[src/rtl/shift_frame_piso_if.sv]
// shift_frame_piso_if: load handshake, shift strobe and serial/parallel result bundle.
interface shift_frame_piso_if #(
    parameter int WIDTH = 8
);
    logic             clear;
    logic             load_valid;
    logic             load_ready;
    logic [WIDTH-1:0] load_data;
    logic             en;
    logic             sin;
    logic             sout;
    logic             sout_valid;
    logic             busy;
    logic             done;
    logic [WIDTH-1:0] par_out;
    modport master (
        output clear, load_valid, load_data, en, sin,
        input  load_ready, sout, sout_valid, busy, done, par_out
    );
    modport slave (
        input  clear, load_valid, load_data, en, sin,
        output load_ready, sout, sout_valid, busy, done, par_out
    );
endinterface

[src/rtl/shift_frame_piso.sv]
// shift_frame_piso: framed PISO/SIPO shift register with valid/ready load and gap-free reload.
module shift_frame_piso #(
    parameter int WIDTH     = 8,
    parameter bit MSB_FIRST = 1'b1
) (
    input logic               clk,
    input logic               rst_n,
    shift_frame_piso_if.slave bus
);
    localparam int CW = $clog2(WIDTH + 1);
    typedef enum logic {IDLE, SHIFT} state_t;
    state_t           r_state;
    state_t           w_state_nxt;
    logic [WIDTH-1:0] r_shreg;
    logic [CW-1:0]    r_cnt;
    logic             r_sout;
    logic             r_sout_valid;
    logic             r_done;
    logic [WIDTH-1:0] r_par_out;
    logic             w_shift;
    logic             w_last;
    logic             w_ready;
    logic             w_accept;
    logic             w_out_bit;
    logic [WIDTH-1:0] w_shifted;
    assign w_shift   = (r_state == SHIFT) & bus.en;
    assign w_last    = w_shift & (r_cnt == CW'(1));
    assign w_ready   = (r_state == IDLE) | w_last;
    assign w_accept  = bus.load_valid & w_ready & ~bus.clear;
    assign w_out_bit = MSB_FIRST ? r_shreg[WIDTH-1] : r_shreg[0];
    assign w_shifted = MSB_FIRST ? {r_shreg[WIDTH-2:0], bus.sin} : {bus.sin, r_shreg[WIDTH-1:1]};
    always_ff @(posedge clk or negedge rst_n) begin
        if (!rst_n) r_state <= IDLE;
        else        r_state <= w_state_nxt;
    end
    // A same-cycle accept on the last bit keeps us in SHIFT for gap-free streaming.
    always_comb begin
        w_state_nxt = r_state;
        if (bus.clear)     w_state_nxt = IDLE;
        else if (w_accept) w_state_nxt = SHIFT;
        else if (w_last)   w_state_nxt = IDLE;
    end
    always_ff @(posedge clk or negedge rst_n) begin
        if (!rst_n) begin
            r_shreg      <= '0;
            r_cnt        <= '0;
            r_sout       <= 1'b0;
            r_sout_valid <= 1'b0;
            r_done       <= 1'b0;
            r_par_out    <= '0;
        end else if (bus.clear) begin
            r_cnt        <= '0;
            r_sout_valid <= 1'b0;
            r_done       <= 1'b0;
        end else begin
            r_sout_valid <= w_shift;
            r_done       <= w_last;
            if (w_shift) r_sout <= w_out_bit;
            if (w_last)  r_par_out <= w_shifted;
            r_shreg <= w_accept ? bus.load_data : (w_shift ? w_shifted : r_shreg);
            r_cnt   <= w_accept ? CW'(WIDTH) : (w_shift ? r_cnt - CW'(1) : r_cnt);
        end
    end
    assign bus.load_ready = w_ready;
    assign bus.busy       = (r_state == SHIFT);
    assign bus.sout       = r_sout;
    assign bus.sout_valid = r_sout_valid;
    assign bus.done       = r_done;
    assign bus.par_out    = r_par_out;
endmodule
[src/flat_wrapper.sv]
// flat-port wrapper written by rule: the top's interface ports become plain ports
module shift_frame_piso_flat 
#(
    parameter int WIDTH     = 8,
    parameter bit MSB_FIRST = 1'b1
)
  (clk, rst_n, bus_clear, bus_load_valid, bus_load_data, bus_en, bus_sin, bus_load_ready, bus_sout, bus_sout_valid, bus_busy, bus_done, bus_par_out);
  shift_frame_piso_if #(.WIDTH(WIDTH)) bus_i ();
  input logic clk;
  input logic rst_n;
  input wire logic [$bits(bus_i.clear)-1:0] bus_clear;
  input wire logic [$bits(bus_i.load_valid)-1:0] bus_load_valid;
  input wire logic [$bits(bus_i.load_data)-1:0] bus_load_data;
  input wire logic [$bits(bus_i.en)-1:0] bus_en;
  input wire logic [$bits(bus_i.sin)-1:0] bus_sin;
  output wire logic [$bits(bus_i.load_ready)-1:0] bus_load_ready;
  output wire logic [$bits(bus_i.sout)-1:0] bus_sout;
  output wire logic [$bits(bus_i.sout_valid)-1:0] bus_sout_valid;
  output wire logic [$bits(bus_i.busy)-1:0] bus_busy;
  output wire logic [$bits(bus_i.done)-1:0] bus_done;
  output wire logic [$bits(bus_i.par_out)-1:0] bus_par_out;
  assign bus_i.clear = bus_clear;
  assign bus_i.load_valid = bus_load_valid;
  assign bus_i.load_data = bus_load_data;
  assign bus_i.en = bus_en;
  assign bus_i.sin = bus_sin;
  assign bus_load_ready = bus_i.load_ready;
  assign bus_sout = bus_i.sout;
  assign bus_sout_valid = bus_i.sout_valid;
  assign bus_busy = bus_i.busy;
  assign bus_done = bus_i.done;
  assign bus_par_out = bus_i.par_out;
  shift_frame_piso #(.WIDTH(WIDTH), .MSB_FIRST(MSB_FIRST)) u_core (.clk(clk), .rst_n(rst_n), .bus(bus_i));
endmodule
[config.mk]
export PLATFORM = sky130hd
export DESIGN_NAME = shift_frame_piso_flat
export DESIGN_NICKNAME = d
export VERILOG_FILES = /design/src/rtl/shift_frame_piso_if.sv /design/src/rtl/shift_frame_piso.sv /design/src/flat_wrapper.sv
export SDC_FILE = /design/constraint.sdc
export NUM_CORES = 1
export LEC_CHECK = 0
export CAP_MARGIN = 20
export CORE_MARGIN = 2
export CORE_UTILIZATION = 53
export CTS_CLUSTER_DIAMETER = 40
export CTS_CLUSTER_SIZE = 16
export DETAILED_ROUTE_END_ITERATION = 12
export GPL_TIMING_DRIVEN = 0
export PLACE_DENSITY = 0.92
export SLEW_MARGIN = 20
export SYNTH_ARGS = -nofsm -noshare
export SYNTH_HDL_FRONTEND = slang
export SYNTH_SLANG_ARGS = --single-unit
[constraint.sdc]
create_clock -name clk -period 3.9 [get_ports clk]
set_clock_uncertainty 0.05 [all_clocks]
set_input_delay 0.39 -clock clk [delete_from_list [all_inputs] [get_ports clk]]
set_output_delay 0.39 -clock clk [all_outputs]
set_load 0.01 [all_outputs]
==> results.tsv, run 1 <==
stage	metric	value	unit
die	# IOs	27	
placed_design	port buffer count	26	
logic_synthesis	largest cells by area after synthesis	dfrtp_1, mux2_2, a2111o_1	
global_route	vias in the first global route	1000	
route	Via density	5.836	
sta	final critical-path required period	2.375	ns
logic_synthesis	Syn Nets	123	
logic_synthesis	cells after synthesis	107	
clocking	CTS tree	built	
placed_design	gp weighted congestion	0.8630	
worst_setup_path	required time worst endpoint	3.46	ns
worst_setup_path	critical path fanouts, max	5	
cells_and_area	Reg area	600.6	um^2
clocking	setup bufs post-CTS	0	
logic_synthesis	count leader, synth	dfrtp_1	
sta	Max Clk Rate	421.0	MHz
logic_synthesis	post-synthesis mux area share	0.09910	
cells_and_area	antenna diode count	0	
logic_synthesis	Async SR Flop Fraction	1.000	
logic_synthesis	post-synth top area cell	dfrtp_1	
worst_setup_path	CP max-delay cell	clkdlybuf4s50_1	
logic_synthesis	largest family of logic cells by synthesized area	simple AND/OR/NAND/NOR gates	
route	drt total wl	2594	um
worst_setup_path	Critical Path End Type	primary output	
clocking	H-tree Lvls	1	
placed_design	Post-DP Area	1545	um^2
cells_and_area	non-filler cells, final	165	
die	Core Box Area	2212	um^2
logic_synthesis	Synth warnings	0	
worst_setup_path	Worst EP arrival	1.94	ns
cells_and_area	area of the multi-input gates	598.1	um^2
clocking	Worst-path clk slew	0.14	ns
route	DRC errors left	0	
worst_setup_path	reg2reg setup slack	1.91	ns
logic_synthesis	Post-synth top cells	dfrtp_1, mux2_2, nand2_1	
placed_design	Post-Place Cells	161	
logic_synthesis	register area share after synthesis	0.4805	
clocking	Clock Latency Late Sink	0.32	ns
sta	TNS Setup	0	ns
route	vias after detailed routing	963	
clocking	clock buffer depth	2	
route	DRT Pass-1 Iters	4	
sta	Slew headroom	0.6551	
run	Max-Cap Viols	0	
logic_synthesis	Synth Register Bits	24	
logic_synthesis	Yosys cell types	32	
global_route	GRT Total Usage	0.2211	
clocking	hold_buf cts	0	
route	wire length per cell	15.72	um
logic_synthesis	simple-gate share of the synthesized area	0.1962	
clocking	cts repair resizes	0	
sta	RSZ-0062 raised after global routing	no	
logic_synthesis	Post-synth EDFFs	0	
cells_and_area	design area	1593	um^2
worst_setup_path	CP max stage delay	0.57	ns
outcome	status	finished, violations left	
die	full die area	2763	um^2
worst_setup_path	reg2reg start	u_core.r_cnt[1]	
sta	Hold Vio Cnt, Final	24	
sta	Final setup viols	0	
logic_synthesis	Post-Syn Area	1250	um^2
sta	period utilisation layout	0.6090	
die	Die H	52.57	um
logic_synthesis	post-synthesis adder-cell area fraction	0.02002	
sta	Worst Tran Pin Value	0.5173	ns
worst_setup_path	worst r2r path cells	6	
logic_synthesis	Synth Area in Compound Gates	0.1491	
global_route	GRT Residual Overflow	0	
worst_setup_path	termination of the worst setup path	bus_load_ready	
worst_setup_path	Critical Path, Cell by Cell	inv_1, ha_1, nand4bb_4, nand2_1, clkdlybuf4s50_1	
global_route	global-route wire length before repair	4478	um
sta	hold slack final	-0.02920	ns
route	ANT nets after route	0	
logic_synthesis	Synth Area per Inst	11.68	um^2
power	IR drop worst, VDD	0.3426	mV
placed_design	HPWL after DPL	1949	um
route	drt first-iter violations	13	
worst_setup_path	crit path from	u_core.r_cnt[1]	
worst_setup_path	Bufs and invs on worst path	2	
global_route	largest net degree at the start of global routing	25	
worst_setup_path	Crit path max-delay family	buffers and inverters	
die	Die Width	52.57	um
outcome	failing checks	hold timing	
cells_and_area	share of cells above drive strength 1	0.1898	
clocking	CTS root buf	clkbuf_4	
cells_and_area	Area Overhead vs Synth	27.43	%
global_route	initial antenna violation count	0	
cells_and_area	fill cell count	166	
worst_setup_path	CP Depth	5	
die	initial core utilization	0.5650	
power	cell leakage power	0.6898	nW
logic_synthesis	Yosys top cell area share	0.4805	
die	FP Rows	17	
clocking	Sink Count	24	
cells_and_area	final net count	154	
worst_hold_path	Worst Hold Class	input pin to async pin	
worst_setup_path	crit path kind	flop to primary output	
clocking	CTS buffer count	3	
worst_setup_path	Setup crit start kind	flop	
sta	fin. max-slew vios	0	
worst_setup_path	reg2reg end	u_core.bus.par_out[1]	
cells_and_area	fin util	0.7200	
logic_synthesis	xor/xnor share of the synthesized area	0.01401	
logic_synthesis	Post-synth top flop	dfrtp_1	
power	power per cell area	409.1	nW/um^2
[registers in the layout (all words and copies together), names as in the netlist]
signal and cells:
u_core.bus.sout 1, u_core.r_cnt 4, u_core.r_shreg 8, u_core.bus.sout_valid 1, u_core.bus.done 1, u_core.bus.busy 1, u_core.bus.par_out 8
[cell usage in the layout, fill, tap and decap left out, types with 2 or more instances in the layout]
master / count
a2111o_1: 7
a211oi_1: 2
and2_1: 7
buf_2: 3
buf_6: 2
clkbuf_4: 3
clkdlybuf4s50_1: 25
dfrtp_1: 24
ha_1: 2
inv_1: 4
mux2_2: 11
nand2_1: 11
nand3b_1: 2
nor3_1: 7
o22ai_1: 6
or2_2: 2
[per-stage QoR]
step / hold WS [ns] / total power (W) / setup WS (ns)
finish: -0.02920 / 0.0006515 / 1.525
floorplan: 0.04441 / 0.0004019 / 2.103
CTS: 0.4775 / 0.0006547 / 1.514
global route: 0.01201 / 0.0006825 / 1.411
global placement: 0.4379 / 0.0004681 / 1.618
detailed placement: 0.4467 / 0.0004771 / 1.561
[how the worst min path moves through the flow]
stage | endpoint | cells past startpoint
after floorplan | u_core.bus.busy | 0
after global placement | u_core.bus.sout | 1
after detailed placement | u_core.bus.par_out[5] | 1
after CTS | u_core.bus.par_out[5] | 1
after global routing | u_core.r_shreg[7] | 1
final | u_core.bus.par_out[2] | 1
[power breakdown]
part           internal [W]  switching (W)  total (W)
clock network      0.000104      0.0000771   0.000181
registers          0.000288      0.0000291   0.000317
logic             0.0000907      0.0000629   0.000154
total              0.000482       0.000169   0.000652
[worst reg2reg max path, delay by kind of cell (launching register included)]
family,cells,cell delay [ns]
buf+inv,2,0.25
simple gates,2,0.63
fa+ha+maj,1,0.22
flops,1,0.41
mux,1,0.34
[routing by layer]
metal,track usage,vias to the layer above,wire length (um),share of wire
li1,-,453,-,-
met1,0.2926,480,1127,0.43
met2,0.3646,23,1329,0.51
met3,0.03429,7,104,0.040
met4,0.08120,0,34,0.013
met5,0,-,0,0
[logic make-up (layout without fill, tap and decap cells)]
| logic type | after synthesis | count (layout) |
|---|---|---|
| and+or+nand+nor | 38 | 38 |
| DFF | 24 | 24 |
| AOI/OAI and AO/OA | 21 | 21 |
| muxes | 11 | 11 |
| buffers and inverters | 9 | 39 |
| adders and majority gates | 2 | 2 |
| xor gates and xnor gates | 2 | 2 |
[cell type report]
type | instances | share of cell area
Timing Repair Buffer | 26 | 0.1603
Inverter | 4 | 0.009427
Clock inverter | 1 | 0.01885
Clock buffer | 3 | 0.01414
Tap cell | 28 | 0.02200
Sequential cell | 24 | 0.3771
Buffer | 5 | 0.02278
Multi-Input combinational cell | 74 | 0.3755
Note: power is estimated with default switching activity, not from simulation.
==> inputs of run 2 (changes only) <==
--- a/config.mk
+++ b/config.mk
@@ -7,12 +7,12 @@
 export LEC_CHECK = 0
 export CAP_MARGIN = 20
 export CORE_MARGIN = 2
-export CORE_UTILIZATION = 53
+export CORE_UTILIZATION = 49
 export CTS_CLUSTER_DIAMETER = 40
 export CTS_CLUSTER_SIZE = 16
 export DETAILED_ROUTE_END_ITERATION = 12
 export GPL_TIMING_DRIVEN = 0
-export PLACE_DENSITY = 0.92
+export PLACE_DENSITY = 0.87
 export SLEW_MARGIN = 20
 export SYNTH_ARGS = -nofsm -noshare
 export SYNTH_HDL_FRONTEND = slang
==> constraint.sdc (replaced) <==
create_clock -name clk -period 2.2 [get_ports clk]
set_clock_uncertainty 0.05 [all_clocks]
set_input_delay 0.22 -clock clk [delete_from_list [all_inputs] [get_ports clk]]
set_output_delay 0.22 -clock clk [all_outputs]
set_load 0.01 [all_outputs]
==> run 2 against run 1 <==
Net effect: first-iteration DRC count grew 150%; sequential cell count did not move; design area rose by 1.3%; sequential power rose by 77%; the run now ends clean; worst hold slack better by 0.36 ns; core utilization shrank 6.3 points; final cell count up 1.8%; routed wire length is 6.6% higher; register-to-register slack got worse by 1.8 ns; clock-buffer cell count unchanged; non-clock buffer count up 1; highest routed layer unchanged.
==> results.tsv, run 2 (same netlist as run 1, synthesis figures left out) <==
stage	metric	value	unit
outcome	status	complete, no violations	
power	Comb power frac	0.241	
sta	Slew headroom	0.6489	
global_route	initial antenna violation count	0	
worst_setup_path	reg2reg end	u_core.bus.par_out[2]	
cells_and_area	non-filler cells, final	168	
sta	final critical-path required period	2.040	ns
sta	fin. max-slew vios	0	
global_route	vias in the first global route	1001	
route	DRT Pass-1 Iters	4	
sta	Max Clk Rate	490.2	MHz
clocking	CTS buffer count	3	
run	Max-Cap Viols	0	
clocking	CTS root buf	clkbuf_4	
die	initial core utilization	0.5092	
sta	RSZ-0062 raised after global routing	no	
worst_hold_path	Worst Hold Class	input pin to async pin	
global_route	GRT Total Usage	0.2159	
power	register share of total power	0.482	
route	Met2 Wirelength	1414	um
die	Core Box Area	2455	um^2
power	Psw	0.0003035	W
power	IR drop worst, VDD	0.4622	mV
route	vias after detailed routing	984	
clocking	Clock Latency Late Sink	0.32	ns
route	DRC errors left	0	
placed_design	port buffer count	26	
placed_design	HPWL after DPL	2028	um
worst_setup_path	Crit path max-delay family	simple AND/OR/NAND/NOR gates	
cells_and_area	final net count	155	
die	Die Width	54.51	um
die	full die area	2971	um^2
sta	Worst Tran Pin Value	0.5267	ns
worst_setup_path	worst r2r path cells	6	
worst_setup_path	Setup crit start kind	flop	
power	Net Sw Frac	0.2616	
route	ANT nets after route	0	
worst_setup_path	required time worst endpoint	2.36	ns
route	drt total wl	2764	um
power	Cell Int Power	0.0008567	W
clocking	clock buffer depth	2	
worst_setup_path	Bufs and invs on worst path	2	
route	Highest Signal Layer	met4	
cells_and_area	most frequent cells in the layout	clkdlybuf4s50_1, dfrtp_1, mux2_2	
route	wire length per cell	16.45	um
worst_setup_path	critical path fanouts, max	9	
route	Via density	5.857	
power	Clk pwr share	0.277	
clocking	Worst-path clk slew	0.15	ns
die	Die H	54.51	um
clocking	Sink Count	24	
cells_and_area	antenna diode count	0	
worst_setup_path	CP max stage delay	0.41	ns
worst_setup_path	crit path kind	flop to flop	
die	# IOs	27	
worst_setup_path	reg2reg setup slack	0.16	ns
worst_setup_path	Worst EP arrival	2.20	ns
power	cell leakage power	0.6986	nW
sta	Final setup viols	0	
placed_design	Post-Place Cells	163	
sta	Hold Vio Cnt, Final	0	
cells_and_area	share of cells above drive strength 1	0.2029	
worst_setup_path	Critical Path, Cell by Cell	inv_1, ha_2, nor3b_4, nor3b_2, buf_6, mux2_2	
worst_setup_path	reg2reg start	u_core.r_cnt[1]	
sta	hold slack final	0.3329	ns
global_route	largest net degree at the start of global routing	25	
power	power per cell area	719.4	nW/um^2
cells_and_area	Area Overhead vs Synth	29.03	%
route	drt first-iter violations	32	
global_route	global-route wire length before repair	4540	um
sta	period utilisation layout	0.9273	
worst_setup_path	Critical Path End Type	flop	
clocking	H-tree Lvls	1	
sta	TNS Setup	0	ns
route	met3 WL	144	um
placed_design	Place WS	0.1746	ns
global_route	GRT Residual Overflow	0	
die	FP Rows	18	
worst_setup_path	CP max-delay cell	dfrtp_1	
sta	setup slack after layout	0.1599	ns
route	M1 wire length	1143	um
placed_design	gp weighted congestion	0.8548	
clocking	CTS tree	built	
==> run 2: metrics by stage <==
step | utilization | power [W] | area, um^2
floorplan | - | 0.0007124 | 1250
global placement | 0.6305 | 0.0008316 | 1548
detailed placement | 0.6305 | 0.0008472 | 1548
CTS | 0.6539 | 0.001166 | 1605
global route | 0.6570 | 0.001215 | 1613
finish | 0.6570 | 0.001160 | 1613
==> run 2: worst max path at each step <==
| stage | cells after the start | to | slack [ns] | start |
|---|---|---|---|---|
| floorplan | 6 | u_core.bus.par_out[0] | 0.40 | u_core.r_cnt[1] |
| global placement | 4 | u_core.r_shreg[6] | 0.23 | bus_en |
| detailed placement | 4 | u_core.r_shreg[6] | 0.17 | bus_en |
| CTS | 5 | bus_load_ready | 0.05 | u_core.r_cnt[1] |
| global route | 6 | u_core.bus.par_out[2] | 0.07 | u_core.r_cnt[1] |
| finish | 6 | u_core.bus.par_out[2] | 0.16 | u_core.r_cnt[1] |
==> run 2: area by class of cell <==
| cell class | count | area, um^2 |
|---|---|---|
| plain buffers | 5 | 36.28 |
| clock buffers | 3 | 22.52 |
| clock inverters | 1 | 30.03 |
| fillers | 196 | 842.1 |
| inverters | 4 | 15.01 |
| multi-input cells | 74 | 603.1 |
| flip-flops and latches | 24 | 600.6 |
| well taps | 30 | 37.54 |
| repair buffers | 27 | 267.8 |
==> run 2: per-layer routing <==
metal  GRT usage  vias to the layer above
li1            -                      454
met1      0.2827                      487
met2      0.3554                       36
met3     0.03005                        7
met4     0.09583                        0
met5           0                        -
==> run 2: power by group through the flow <==
stage               logic (W)  clock network (W)  registers, W
global placement     0.000267                  0      0.000565
finish               0.000279           0.000321      0.000560
detailed placement   0.000279                  0      0.000569
floorplan            0.000142                  0      0.000571
global route         0.000306           0.000338      0.000571
CTS                  0.000282           0.000324      0.000560
==> run 2: worst register-to-register path, delay by kind of cell, from the launching register on <==
kind          cells  cell delay [ns]
simple gates      2             0.65
mux               1             0.34
buf+inv           2             0.28
flops             1             0.41
fa+ha+maj         1             0.23
==> run 2: what timing repair did <==
action,in CTS,in global routing
endpoints found under the setup margin,1,1
hold buffers,0,1
buffers inserted,0,0
hold endpoints to repair,0,24
gates resized for setup,2,1
==> inputs of run 3 (changes only) <==
--- a/config.mk
+++ b/config.mk
@@ -17,3 +17,4 @@
 export SYNTH_ARGS = -nofsm -noshare
 export SYNTH_HDL_FRONTEND = slang
 export SYNTH_SLANG_ARGS = --single-unit
+export TNS_END_PERCENT = 50
==> results of run 3 <==
The final DEF is identical to that of run 2; final timing and power are the same.
